[src/rtl/program_loader_if.sv]
// Byte-stream input, instruction-memory write port and load status of the program loader.
interface program_loader_if #(
    parameter int unsigned DATA_WIDTH    = 20,
    parameter int unsigned ADDRESS_WIDTH = 8
);
    logic                     in_valid;
    logic [7:0]               in_byte;
    logic                     in_ready;
    logic                     imem_we;
    logic [ADDRESS_WIDTH-1:0] imem_addr;
    logic [DATA_WIDTH-1:0]    imem_wdata;
    logic                     cpu_rst;
    logic                     load_done;
    logic                     load_error;
    logic [ADDRESS_WIDTH:0]   words_loaded;

    modport master (
        output in_valid, in_byte,
        input  in_ready, imem_we, imem_addr, imem_wdata,
        input  cpu_rst, load_done, load_error, words_loaded
    );

    modport slave (
        input  in_valid, in_byte,
        output in_ready, imem_we, imem_addr, imem_wdata,
        output cpu_rst, load_done, load_error, words_loaded
    );
endinterface

[src/rtl/program_loader.sv]
// Boot loader: length-prefixed byte stream -> instruction memory writes, core held in reset until done.
// Optional trailing XOR checksum byte enabled by LOADER_CHECKSUM_EN.
module program_loader #(
    parameter int unsigned DATA_WIDTH     = 20,
    parameter int unsigned ADDRESS_WIDTH  = 8,
    parameter int unsigned BYTES_PER_WORD = 3
) (
    input  logic            clk,
    input  logic            rst,
    program_loader_if.slave bus
);
    localparam int unsigned CAPACITY  = 1 << ADDRESS_WIDTH;
    localparam int unsigned LEN_W     = 16;
    localparam int unsigned CNT_W     = 2;
    localparam int unsigned WORD_BITS = 8 * BYTES_PER_WORD;
    localparam int unsigned SHIFT_W   = WORD_BITS - 8;

    typedef enum logic [2:0] {
        S_HDR_HI = 3'd0,
        S_HDR_LO = 3'd1,
        S_DATA   = 3'd2,
        S_FLUSH  = 3'd3,
        S_DONE   = 3'd4,
        S_ERROR  = 3'd5
`ifdef LOADER_CHECKSUM_EN
        , S_CHK  = 3'd6
`endif
    } state_t;

`ifdef LOADER_CHECKSUM_EN
    localparam state_t S_END_DATA = S_CHK;
`else
    localparam state_t S_END_DATA = S_FLUSH;
`endif

    state_t                   r_state;
    state_t                   w_next;
    logic [LEN_W-1:0]         r_len;
    logic [CNT_W-1:0]         r_byte_cnt;
    logic [SHIFT_W-1:0]       r_shift;
    logic [ADDRESS_WIDTH:0]   r_words;
    logic                     r_imem_we;
    logic [ADDRESS_WIDTH-1:0] r_imem_addr;
    logic [DATA_WIDTH-1:0]    r_imem_wdata;
    logic                     r_cpu_rst;
    logic                     r_load_done;
    logic                     r_load_error;
`ifdef LOADER_CHECKSUM_EN
    logic [7:0]               r_csum;
`endif

    logic                     w_in_ready;
    logic                     w_accept;
    logic                     w_word_done;
    logic                     w_last_word;
    logic [LEN_W-1:0]         w_hdr_len;

    // State register
    always_ff @(posedge clk) begin
        if (rst) r_state <= S_HDR_HI;
        else     r_state <= w_next;
    end

    // Next-state logic
    always_comb begin
        w_next = r_state;
        case (r_state)
            S_HDR_HI: if (w_accept) w_next = S_HDR_LO;
            S_HDR_LO: begin
                if (w_accept) begin
                    if (32'(w_hdr_len) > CAPACITY) w_next = S_ERROR;
                    else if (w_hdr_len == '0)      w_next = S_END_DATA;
                    else                           w_next = S_DATA;
                end
            end
            S_DATA:   if (w_word_done && w_last_word) w_next = S_END_DATA;
`ifdef LOADER_CHECKSUM_EN
            S_CHK:    if (w_accept) w_next = (bus.in_byte == r_csum) ? S_FLUSH : S_ERROR;
`endif
            S_FLUSH:  w_next = S_DONE;
            default:  w_next = r_state;
        endcase
    end

    // Output decode: handshake ready and per-cycle strobes
    always_comb begin
        w_in_ready = 1'b0;
        case (r_state)
            S_HDR_HI, S_HDR_LO, S_DATA: w_in_ready = 1'b1;
`ifdef LOADER_CHECKSUM_EN
            S_CHK:                      w_in_ready = 1'b1;
`endif
            default:                    w_in_ready = 1'b0;
        endcase
        if (rst) w_in_ready = 1'b0;
        w_accept    = bus.in_valid && w_in_ready;
        w_word_done = w_accept && (r_state == S_DATA) &&
                      (r_byte_cnt == CNT_W'(BYTES_PER_WORD - 1));
        w_last_word = (32'(r_words) + 32'd1) == 32'(r_len);
        w_hdr_len   = {r_len[15:8], bus.in_byte};
    end

    // Datapath: header capture, word assembly, memory write port and status flags
    always_ff @(posedge clk) begin
        if (rst) begin
            r_len        <= '0;
            r_byte_cnt   <= '0;
            r_shift      <= '0;
            r_words      <= '0;
            r_imem_we    <= 1'b0;
            r_imem_addr  <= '0;
            r_imem_wdata <= '0;
            r_cpu_rst    <= 1'b1;
            r_load_done  <= 1'b0;
            r_load_error <= 1'b0;
`ifdef LOADER_CHECKSUM_EN
            r_csum       <= '0;
`endif
        end else begin
            r_imem_we <= w_word_done;
            if (w_accept && r_state == S_HDR_HI) r_len[15:8] <= bus.in_byte;
            if (w_accept && r_state == S_HDR_LO) r_len[7:0]  <= bus.in_byte;
            if (w_accept && r_state == S_DATA) begin
`ifdef LOADER_CHECKSUM_EN
                r_csum <= r_csum ^ bus.in_byte;
`endif
                if (w_word_done) begin
                    r_byte_cnt   <= '0;
                    r_imem_wdata <= DATA_WIDTH'({r_shift, bus.in_byte});
                    r_imem_addr  <= r_words[ADDRESS_WIDTH-1:0];
                    r_words      <= r_words + (ADDRESS_WIDTH + 1)'(1);
                end else begin
                    r_byte_cnt <= r_byte_cnt + CNT_W'(1);
                    r_shift    <= {r_shift[SHIFT_W-9:0], bus.in_byte};
                end
            end
            // FLUSH lasts exactly one cycle, after the final write strobe
            if (r_state == S_FLUSH) begin
                r_load_done <= 1'b1;
                r_cpu_rst   <= 1'b0;
            end
            if (w_next == S_ERROR) r_load_error <= 1'b1;
        end
    end

    assign bus.in_ready     = w_in_ready;
    assign bus.imem_we      = r_imem_we;
    assign bus.imem_addr    = r_imem_addr;
    assign bus.imem_wdata   = r_imem_wdata;
    assign bus.cpu_rst      = r_cpu_rst;
    assign bus.load_done    = r_load_done;
    assign bus.load_error   = r_load_error;
    assign bus.words_loaded = r_words;
endmodule

[src/flat_wrapper.sv]
// flat-port wrapper written by rule: the top's interface ports become plain ports
module program_loader_flat 
#(
    parameter int unsigned DATA_WIDTH     = 20,
    parameter int unsigned ADDRESS_WIDTH  = 8,
    parameter int unsigned BYTES_PER_WORD = 3
)
  (clk, rst, bus_in_valid, bus_in_byte, bus_in_ready, bus_imem_we, bus_imem_addr, bus_imem_wdata, bus_cpu_rst, bus_load_done, bus_load_error, bus_words_loaded);
  program_loader_if #(.DATA_WIDTH(DATA_WIDTH), .ADDRESS_WIDTH(ADDRESS_WIDTH)) bus_i ();
  input  logic clk;
  input  logic rst;
  input wire logic [$bits(bus_i.in_valid)-1:0] bus_in_valid;
  input wire logic [$bits(bus_i.in_byte)-1:0] bus_in_byte;
  output wire logic [$bits(bus_i.in_ready)-1:0] bus_in_ready;
  output wire logic [$bits(bus_i.imem_we)-1:0] bus_imem_we;
  output wire logic [$bits(bus_i.imem_addr)-1:0] bus_imem_addr;
  output wire logic [$bits(bus_i.imem_wdata)-1:0] bus_imem_wdata;
  output wire logic [$bits(bus_i.cpu_rst)-1:0] bus_cpu_rst;
  output wire logic [$bits(bus_i.load_done)-1:0] bus_load_done;
  output wire logic [$bits(bus_i.load_error)-1:0] bus_load_error;
  output wire logic [$bits(bus_i.words_loaded)-1:0] bus_words_loaded;
  assign bus_i.in_valid = bus_in_valid;
  assign bus_i.in_byte = bus_in_byte;
  assign bus_in_ready = bus_i.in_ready;
  assign bus_imem_we = bus_i.imem_we;
  assign bus_imem_addr = bus_i.imem_addr;
  assign bus_imem_wdata = bus_i.imem_wdata;
  assign bus_cpu_rst = bus_i.cpu_rst;
  assign bus_load_done = bus_i.load_done;
  assign bus_load_error = bus_i.load_error;
  assign bus_words_loaded = bus_i.words_loaded;
  program_loader #(.DATA_WIDTH(DATA_WIDTH), .ADDRESS_WIDTH(ADDRESS_WIDTH), .BYTES_PER_WORD(BYTES_PER_WORD)) u_core (.clk(clk), .rst(rst), .bus(bus_i));
endmodule
[config.mk]
export PLATFORM = sky130hd
export DESIGN_NAME = program_loader_flat
export DESIGN_NICKNAME = d
export VERILOG_FILES = /design/src/rtl/program_loader_if.sv /design/src/rtl/program_loader.sv /design/src/flat_wrapper.sv
export SDC_FILE = /design/constraint.sdc
export NUM_CORES = 1
export LEC_CHECK = 0
export ABC_AREA = 1
export CAP_MARGIN = 20
export CORE_AREA = 5 5 81 83
export CTS_CLUSTER_SIZE = 14
export DETAILED_ROUTE_END_ITERATION = 16
export DIE_AREA = 0 0 86 88
export GPL_ROUTABILITY_DRIVEN = 0
export PLACE_DENSITY_LB_ADDON = 0.25
export SYNTH_ARGS = -nofsm -noshare
export SYNTH_HDL_FRONTEND = slang
export SYNTH_SLANG_ARGS = --single-unit
[constraint.sdc]
create_clock -name clk -period 2.4 [get_ports clk]
set_input_delay 0.48 -clock clk [delete_from_list [all_inputs] [get_ports clk]]
set_output_delay 0.48 -clock clk [all_outputs]
set_load 0.005 [all_outputs]
==> metrics.log <==
INFO  metric run_status = completed
INFO  metric floorplan.initialDensity = 0.534
INFO  metric cp-start-kind = flop
INFO  metric criticalPathCategory = flop to output pin
INFO  metric postCtsSetupRepairBufs = 0
INFO  metric critPathMaxFanout = 6
INFO  metric cts_root_buf = sky130_fd_sc_hd__clkbuf_8
INFO  metric number_of_nets_in_the_synthesized_netlist = 430
INFO  metric wl = 7050 µm
INFO  metric place_inst = 535
INFO  metric std_cell_rows = 28
INFO  metric finalHoldWorstSlack = 0.457 ns
INFO  metric totalPowerFinal = 2320 µW
INFO  metric final-hold-violation-count = 0
INFO  metric die_area = 0.00757 mm²
INFO  metric all_layer_global_routing_usage = 0.205
INFO  metric skew = 0.00829 ns
INFO  metric placement.cell_area = 0.00367 mm²
INFO  metric vdd_ir_drop_max = 0.000439 V
INFO  metric mappedNetlistArea = 0.00309 mm²
INFO  metric yosys.cell_types.count = 28
INFO  metric post_cts_resized = 0
INFO  metric clock_insertion_delay_worst_skew = 0.35 ns
INFO  metric post-synth-top-area-cell = sky130_fd_sc_hd__dfxtp_1
INFO  metric post_synth_main_area_contributors = sky130_fd_sc_hd__dfxtp_1 (48%), sky130_fd_sc_hd__a21oi_1 (9.9%), sky130_fd_sc_hd__nand2_1 (8.9%)
INFO  metric drt.antenna.violating_nets = 0
INFO  metric post_layout_nonfiller_instances = 551
INFO  metric route.detailed.vias_per_inst = 5.17
INFO  metric detail_route.iter0.violations = 190
INFO  metric post_synth_edffs = 0
INFO  metric cts.htree.levels = 3
INFO  metric worstReg2RegStart = u_core.bus.words_loaded[1]$_SDFFE_PP0P_
INFO  metric finish.net_count = 483
INFO  metric crit_start = u_core.r_state[2]$_SDFF_PP0_
INFO  metric dr.pass1.iters = 4
INFO  metric detailed_place_hpwl = 5160 µm
INFO  metric synth_area_per_cell = 7.38 µm²
INFO  metric layout.cell_area.non_filler = 0.00386 mm²
INFO  metric min-delay-path-class = flop to flop
INFO  metric yosys.cell_count.top_type = sky130_fd_sc_hd__dfxtp_1
INFO  metric slew_at_the_pin_closest_to_its_max_slew_limit = 0.863 ns
INFO  metric floorplan.die.height = 88 µm
INFO  metric rsz0062_at_grt = false
INFO  metric synth-async-reset-ratio = 0
INFO  metric min-delay-start = u_core.r_shift[5]$_SDFFE_PP0P_
INFO  metric worstSetupEndpointType = output pin
INFO  metric finalSetupViolCount = 0
INFO  metric yosys_most_used_dff = sky130_fd_sc_hd__dfxtp_1
INFO  metric layout_stage_area_growth_over_the_synthesis_result = 25.0%
INFO  metric power_per_cell_area = 602 mW/mm²
INFO  metric tritoncts = done
INFO  metric grt_remaining_overflow = 0
INFO  metric synth-seq-area-share = 0.480
INFO  metric critical_path_required = 1.92 ns
INFO  metric vias = 2849
INFO  metric timing.critical_path.arrival = 1.76 ns
INFO  metric flop_and_latch_count_out_of_synthesis = 74
INFO  metric route.detailed.drc = 0
INFO  metric finalCritPeriodShare = 0.934
INFO  metric ys_warn_count = 0
INFO  metric top_post_synthesis_cells_by_count = sky130_fd_sc_hd__dfxtp_1 (74), sky130_fd_sc_hd__nand2_1 (73), sky130_fd_sc_hd__a21oi_1 (61)
INFO  metric setup_tns = 0 ns
INFO  metric netlist.area_leader.share = 0.480
INFO  metric max_cap_viol_count = 0
INFO  metric relSlewSlack = 0.424
INFO  metric die_span_in_x = 86 µm
INFO  metric io_buffer_count = 52
INFO  metric min_period = 2.24 ns
INFO  metric cellLeakagePower = 0.00149 µW
INFO  metric clock_tree_sinks = 74
INFO  metric final_layout_size_suffix_gt1_frac = 0.0756
INFO  metric max_freq = 446 MHz
INFO  metric global_route_wire_length_before_repair = 12200 µm
INFO  metric insertedDiodeCount = 0
INFO  metric cts.clk_slew.worst_paths = 0.08 ns
INFO  metric maximum_number_of_buffers_from_clock_root_to_sink = 2
INFO  metric grt_pass1_vias = 2723
INFO  metric cts_hold_repair.buffers = 0
INFO  metric num_io_pins = 53
INFO  metric grt_max_degree = 53
INFO  metric tritoncts_buffer_count = 9
INFO  metric wl_per_cell = 12.8 µm
INFO  metric max_slew_violation_count = 0
INFO  metric gate_count_of_the_mapped_netlist = 418
INFO  metric number_of_antenna_violations_at_the_first_check_in_global_routing = 0
INFO  metric floorplan.core_area = 0.00578 mm²
## report_power, final
group / switching, µW / total (µW) / internal, µW
combinational: 104 / 166 / 61.9
clock: 504 / 896 / 392
sequential: 12.2 / 1260 / 1250
total: 620 / 2320 / 1700
## stage by stage
stage / setup WS [ns] / utilization
final: 0.158 / 0.667
after global routing: 0.0540 / 0.667
after CTS: 0.147 / 0.667
after detailed placement: 0.200 / 0.635
after global placement: 0.212 / 0.635
after floorplan: 0.810 / -
## worst max-delay path, cell delays in order, from the launching register on
cell,delay (ns)
sky130_fd_sc_hd__dfxtp_1,0.44
sky130_fd_sc_hd__inv_2,0.09
sky130_fd_sc_hd__nand3_2,0.09
sky130_fd_sc_hd__inv_1,0.07
sky130_fd_sc_hd__nor2_1,0.12
sky130_fd_sc_hd__nand2_1,0.06
sky130_fd_sc_hd__inv_1,0.05
sky130_fd_sc_hd__clkdlybuf4s50_1,0.49
## area by class of cell
cell class,instances,area (µm²)
clock inverter,7,61.3
multi-input combinational,275,1300
timing repair buffer,61,601
fill,507,1920
tap,75,93.8
sequential,74,1480
clock buffer,9,124
inverter,50,193
## registers in the layout, indices dropped and copies added (netlist names)
name / flops
u_core.bus.imem_we: 1
u_core.r_shift: 12
u_core.bus.load_done: 1
u_core.bus.load_error: 1
u_core.bus.imem_addr: 8
u_core.bus.imem_wdata: 20
u_core.r_state: 3
u_core.bus.cpu_rst: 1
u_core.r_len: 16
u_core.r_byte_cnt: 2
u_core.bus.words_loaded: 9
## layer usage
layer / routed length [µm] / GRT usage / up-vias
li1: - / - / 1483
met4: 100 / 0.106 / 0
met2: 3380 / 0.342 / 79
met3: 386 / 0.0357 / 10
met5: 0 / 0 / -
met1: 3180 / 0.254 / 1277
## cells in the final DEF (no fill, tap or decap), types with 3 or more instances in the layout
| master | instances |
|---|---|
| sky130_fd_sc_hd__clkdlybuf4s50_1 | 52 |
| sky130_fd_sc_hd__nand3_1 | 26 |
| sky130_fd_sc_hd__buf_4 | 8 |
| sky130_fd_sc_hd__nor2_1 | 37 |
| sky130_fd_sc_hd__nand2_1 | 73 |
| sky130_fd_sc_hd__inv_1 | 47 |
| sky130_fd_sc_hd__a21oi_1 | 61 |
| sky130_fd_sc_hd__clkbuf_8 | 9 |
| sky130_fd_sc_hd__clkinv_4 | 3 |
| sky130_fd_sc_hd__a31oi_1 | 4 |
| sky130_fd_sc_hd__o21ai_1 | 5 |
| sky130_fd_sc_hd__o21ai_0 | 52 |
| sky130_fd_sc_hd__dfxtp_1 | 74 |
## final timing paths
kind                                             to  cells past startpoint  slack (ns)
min reg2reg  u_core.bus.imem_wdata[13]$_SDFFE_PP0P_                      2        0.46
max reg2reg      u_core.bus.load_error$_SDFFE_PP0N_                     15        0.49
max                                    bus_in_ready                      7        0.16
min          u_core.bus.imem_wdata[13]$_SDFFE_PP0P_                      2        0.46
## cell families (layout without fill, tap and decap cells)
| logic type | count (synthesis) | count (layout) | synth area share |
|---|---|---|---|
| XOR/XNOR | 2 | 2 | 0.00568 |
| adder cells (fa/ha/maj) | 1 | 1 | 0.00405 |
| AO/OA/AOI/OAI | 125 | 125 | 0.207 |
| flip-flops | 74 | 74 | 0.480 |
| buffers and inverters | 69 | 127 | 0.0977 |
| AND/OR/NAND/NOR | 147 | 147 | 0.206 |
No activity file was read; power rests on OpenSTA's default activity.
==> variant, RTL diff (same settings) <==
Encoding of `state_t`: now one-hot (6 bits for 6 states).
--- a/src/rtl/program_loader.sv
+++ b/src/rtl/program_loader.sv
@@ -15,13 +15,13 @@
     localparam int unsigned WORD_BITS = 8 * BYTES_PER_WORD;
     localparam int unsigned SHIFT_W   = WORD_BITS - 8;
 
-    typedef enum logic [2:0] {
-        S_HDR_HI = 3'd0,
-        S_HDR_LO = 3'd1,
-        S_DATA   = 3'd2,
-        S_FLUSH  = 3'd3,
-        S_DONE   = 3'd4,
-        S_ERROR  = 3'd5
+    typedef enum logic [5:0] {
+        S_HDR_HI = 6'b000001,
+        S_HDR_LO = 6'b000010,
+        S_DATA   = 6'b000100,
+        S_FLUSH  = 6'b001000,
+        S_DONE   = 6'b010000,
+        S_ERROR  = 6'b100000
 `ifdef LOADER_CHECKSUM_EN
         , S_CHK  = 3'd6
 `endif
Check against the original RTL: same outputs for any inputs over 10 cycles, from zero or initial values and one cycle with rst high; not proved beyond that.
==> variant against the original RTL <==
Wire length increased by 21%. Synthesized area increased by 9.7%. Design area increased by 8.8%. Worst setup slack got worse by 49 ps. Combinational power increased by 80%. Die area unchanged. Sequential cell count increased by 3. Via count increased by 17%. Non-clock buffer count increased by 4. Count of clock-buffer cells in the layout unchanged. Total power increased by 14%.
==> variant: results (changes against the original RTL) <==
Final layout
  – Invs w/o clock: 64 (was 50)
  – Multi-input gate area: 1500 µm² (was 1300 µm²)
  – Multi-In Gates: 303 (was 275)
  – FF+latch count: 77 (was 74)
  – Max reg flops: 20 (unchanged)
  – Non-clk buf share: 14.7% (was 15.6%)
  – Sequential cell area share: 36.8% (was 38.4%)
  – Inserted Diodes: 0 (unchanged)
  – Fillcell total: 461 (was 507)
  – Post-layout nets: 532 (was 483)
  – Non-clock buffer total of the final layout: 65 (was 61)
  – Share of cells above drive strength 1: 10.3% (was 7.56%)
  – Clock buf/inv share: 4.92% (was 4.80%)

Clocking
  – CTS resizes: 0 (unchanged)
  – Setup repair bufs after CTS: 0 (unchanged)

Global routing
  – Pin count of the biggest net entering global routing: 30 (was 53)
  – Met2 Use GR: 41.2% (was 34.2%)
  – Met3 usage: 5.27% (was 3.57%)
  – Grt met1 use: 27.4% (was 25.4%)
  – Antenna violations before repair: 0 (unchanged)
  – First-pass GRT wire length: 14100 µm (was 12200 µm)
  – Gr usage total: 23.4% (was 20.5%)
  – Vias in the first global route: 3156 (was 2723)

Power and ir drop
  – Sw frac: 28.0% (was 26.7%)
  – Sequential share of power: 49.9% (was 54.3%)
  – Leak pwr: 1.67 nW (was 1.49 nW)
  – Clk pwr: 1.02 mW (was 0.896 mW)
  – Peak supply drop: 0.498 mV (was 0.439 mV)

Logic synthesis
  – Synth top cells by count: dfxtp_1, nand2_1, inv_1 (was dfxtp_1, nand2_1, a21oi_1)
  – Synth Warn #: 0 (unchanged)
  – Sequential-to-total area share from yosys stat: 45.5% (was 48.0%)
  – Synth unique cells: 33 (was 28)
  – Post-Syn Nets: 476 (was 430)
  – Synth top area cells: dfxtp_1, a21oi_1, nand2_1 (unchanged)

Placed design
  – DPL Wire Length: 6070 µm (was 5160 µm)
  – DP Area: 3990 µm² (was 3670 µm²)

Worst hold path
  – Min-delay worst type: reg -> reg (unchanged)

Critical path
  – Worst Path Arrival: 1810 ps (was 1760 ps)
  – Crit Path Max Fanout: 5 (was 6)

Route
  – TritonRoute pass-1 iters: 5 (was 4)
  – Number of DRC markers in iteration 0: 279 (was 190)
  – Metal3 WL: 523 µm (was 386 µm)
  – Routed Wire Length: 8530 µm (was 7050 µm)
  – DR vias: 3322 (was 2849)
  – Met2 Routed Length: 4270 µm (was 3380 µm)
  – Met1 WL: 3580 µm (was 3180 µm)

STA
  – Fin Clk Skew: 10.6 ps (was 8.29 ps)
  – Relative slew slack: 78.9% (was 42.4%)

Outcome
  – Status: finished, final reports clean (unchanged)
[variant: changes by cell type in the layout (fill, tap and decap cells not counted), sizes merged, moves of 3 or more]
cell | unedited run | this run
nand3 | 27 | 33
dfxtp | 74 | 77
nand4 | 2 | 6
nor2 | 39 | 54
inv | 52 | 66
buf | 9 | 13
[variant: metrics by stage]
| step | hold WS (ps) | std cells | util [%] | worst slack [ps] | power (mW) |
|---|---|---|---|---|---|
| finish | 456 | 600 | 72.6 | 109 | 2.64 |
| global route | 474 | 600 | 72.6 | 9.72 | 2.76 |
| CTS | 458 | 600 | 72.5 | 80.0 | 2.64 |
| detailed placement | 441 | 584 | 69.0 | 201 | 1.64 |
| global placement | 433 | 584 | 69.0 | 192 | 1.63 |
| floorplan | 430 | 464 | - | 687 | 1.56 |
[variant: worst max-delay path, cell delays in order, from the launching register on]
cell and delay [ps]:
dfxtp_1 370, nor2_2 140, nand3_2 150, nand3_2 130, nand2_2 90, inv_1 70
clkdlybuf4s50_1 500
[variant: final timing paths]
| check | depth (start not counted) | endpoint | slack, ps | startpoint |
|---|---|---|---|---|
| worst min-delay path | 2 | u_core.bus.cpu_rst | 460 | u_core.bus.cpu_rst |
| worst max-delay path | 6 | bus_in_ready | 110 | u_core.r_state[3] |
| worst min register to register | 2 | u_core.bus.cpu_rst | 460 | u_core.bus.cpu_rst |
| worst max register to register | 13 | u_core.bus.load_error | 260 | u_core.bus.words_loaded[0] |
[variant: logic make-up after synthesis]
family                     count (synthesis)  share of synthesized area, %
and+or+nand+nor                          171                          23.2
AOI/OAI and AO/OA                        131                          20.5
buffers and inverters                     84                          10.4
DFF                                       77                          45.5
adders and majority gates                  1                         0.369
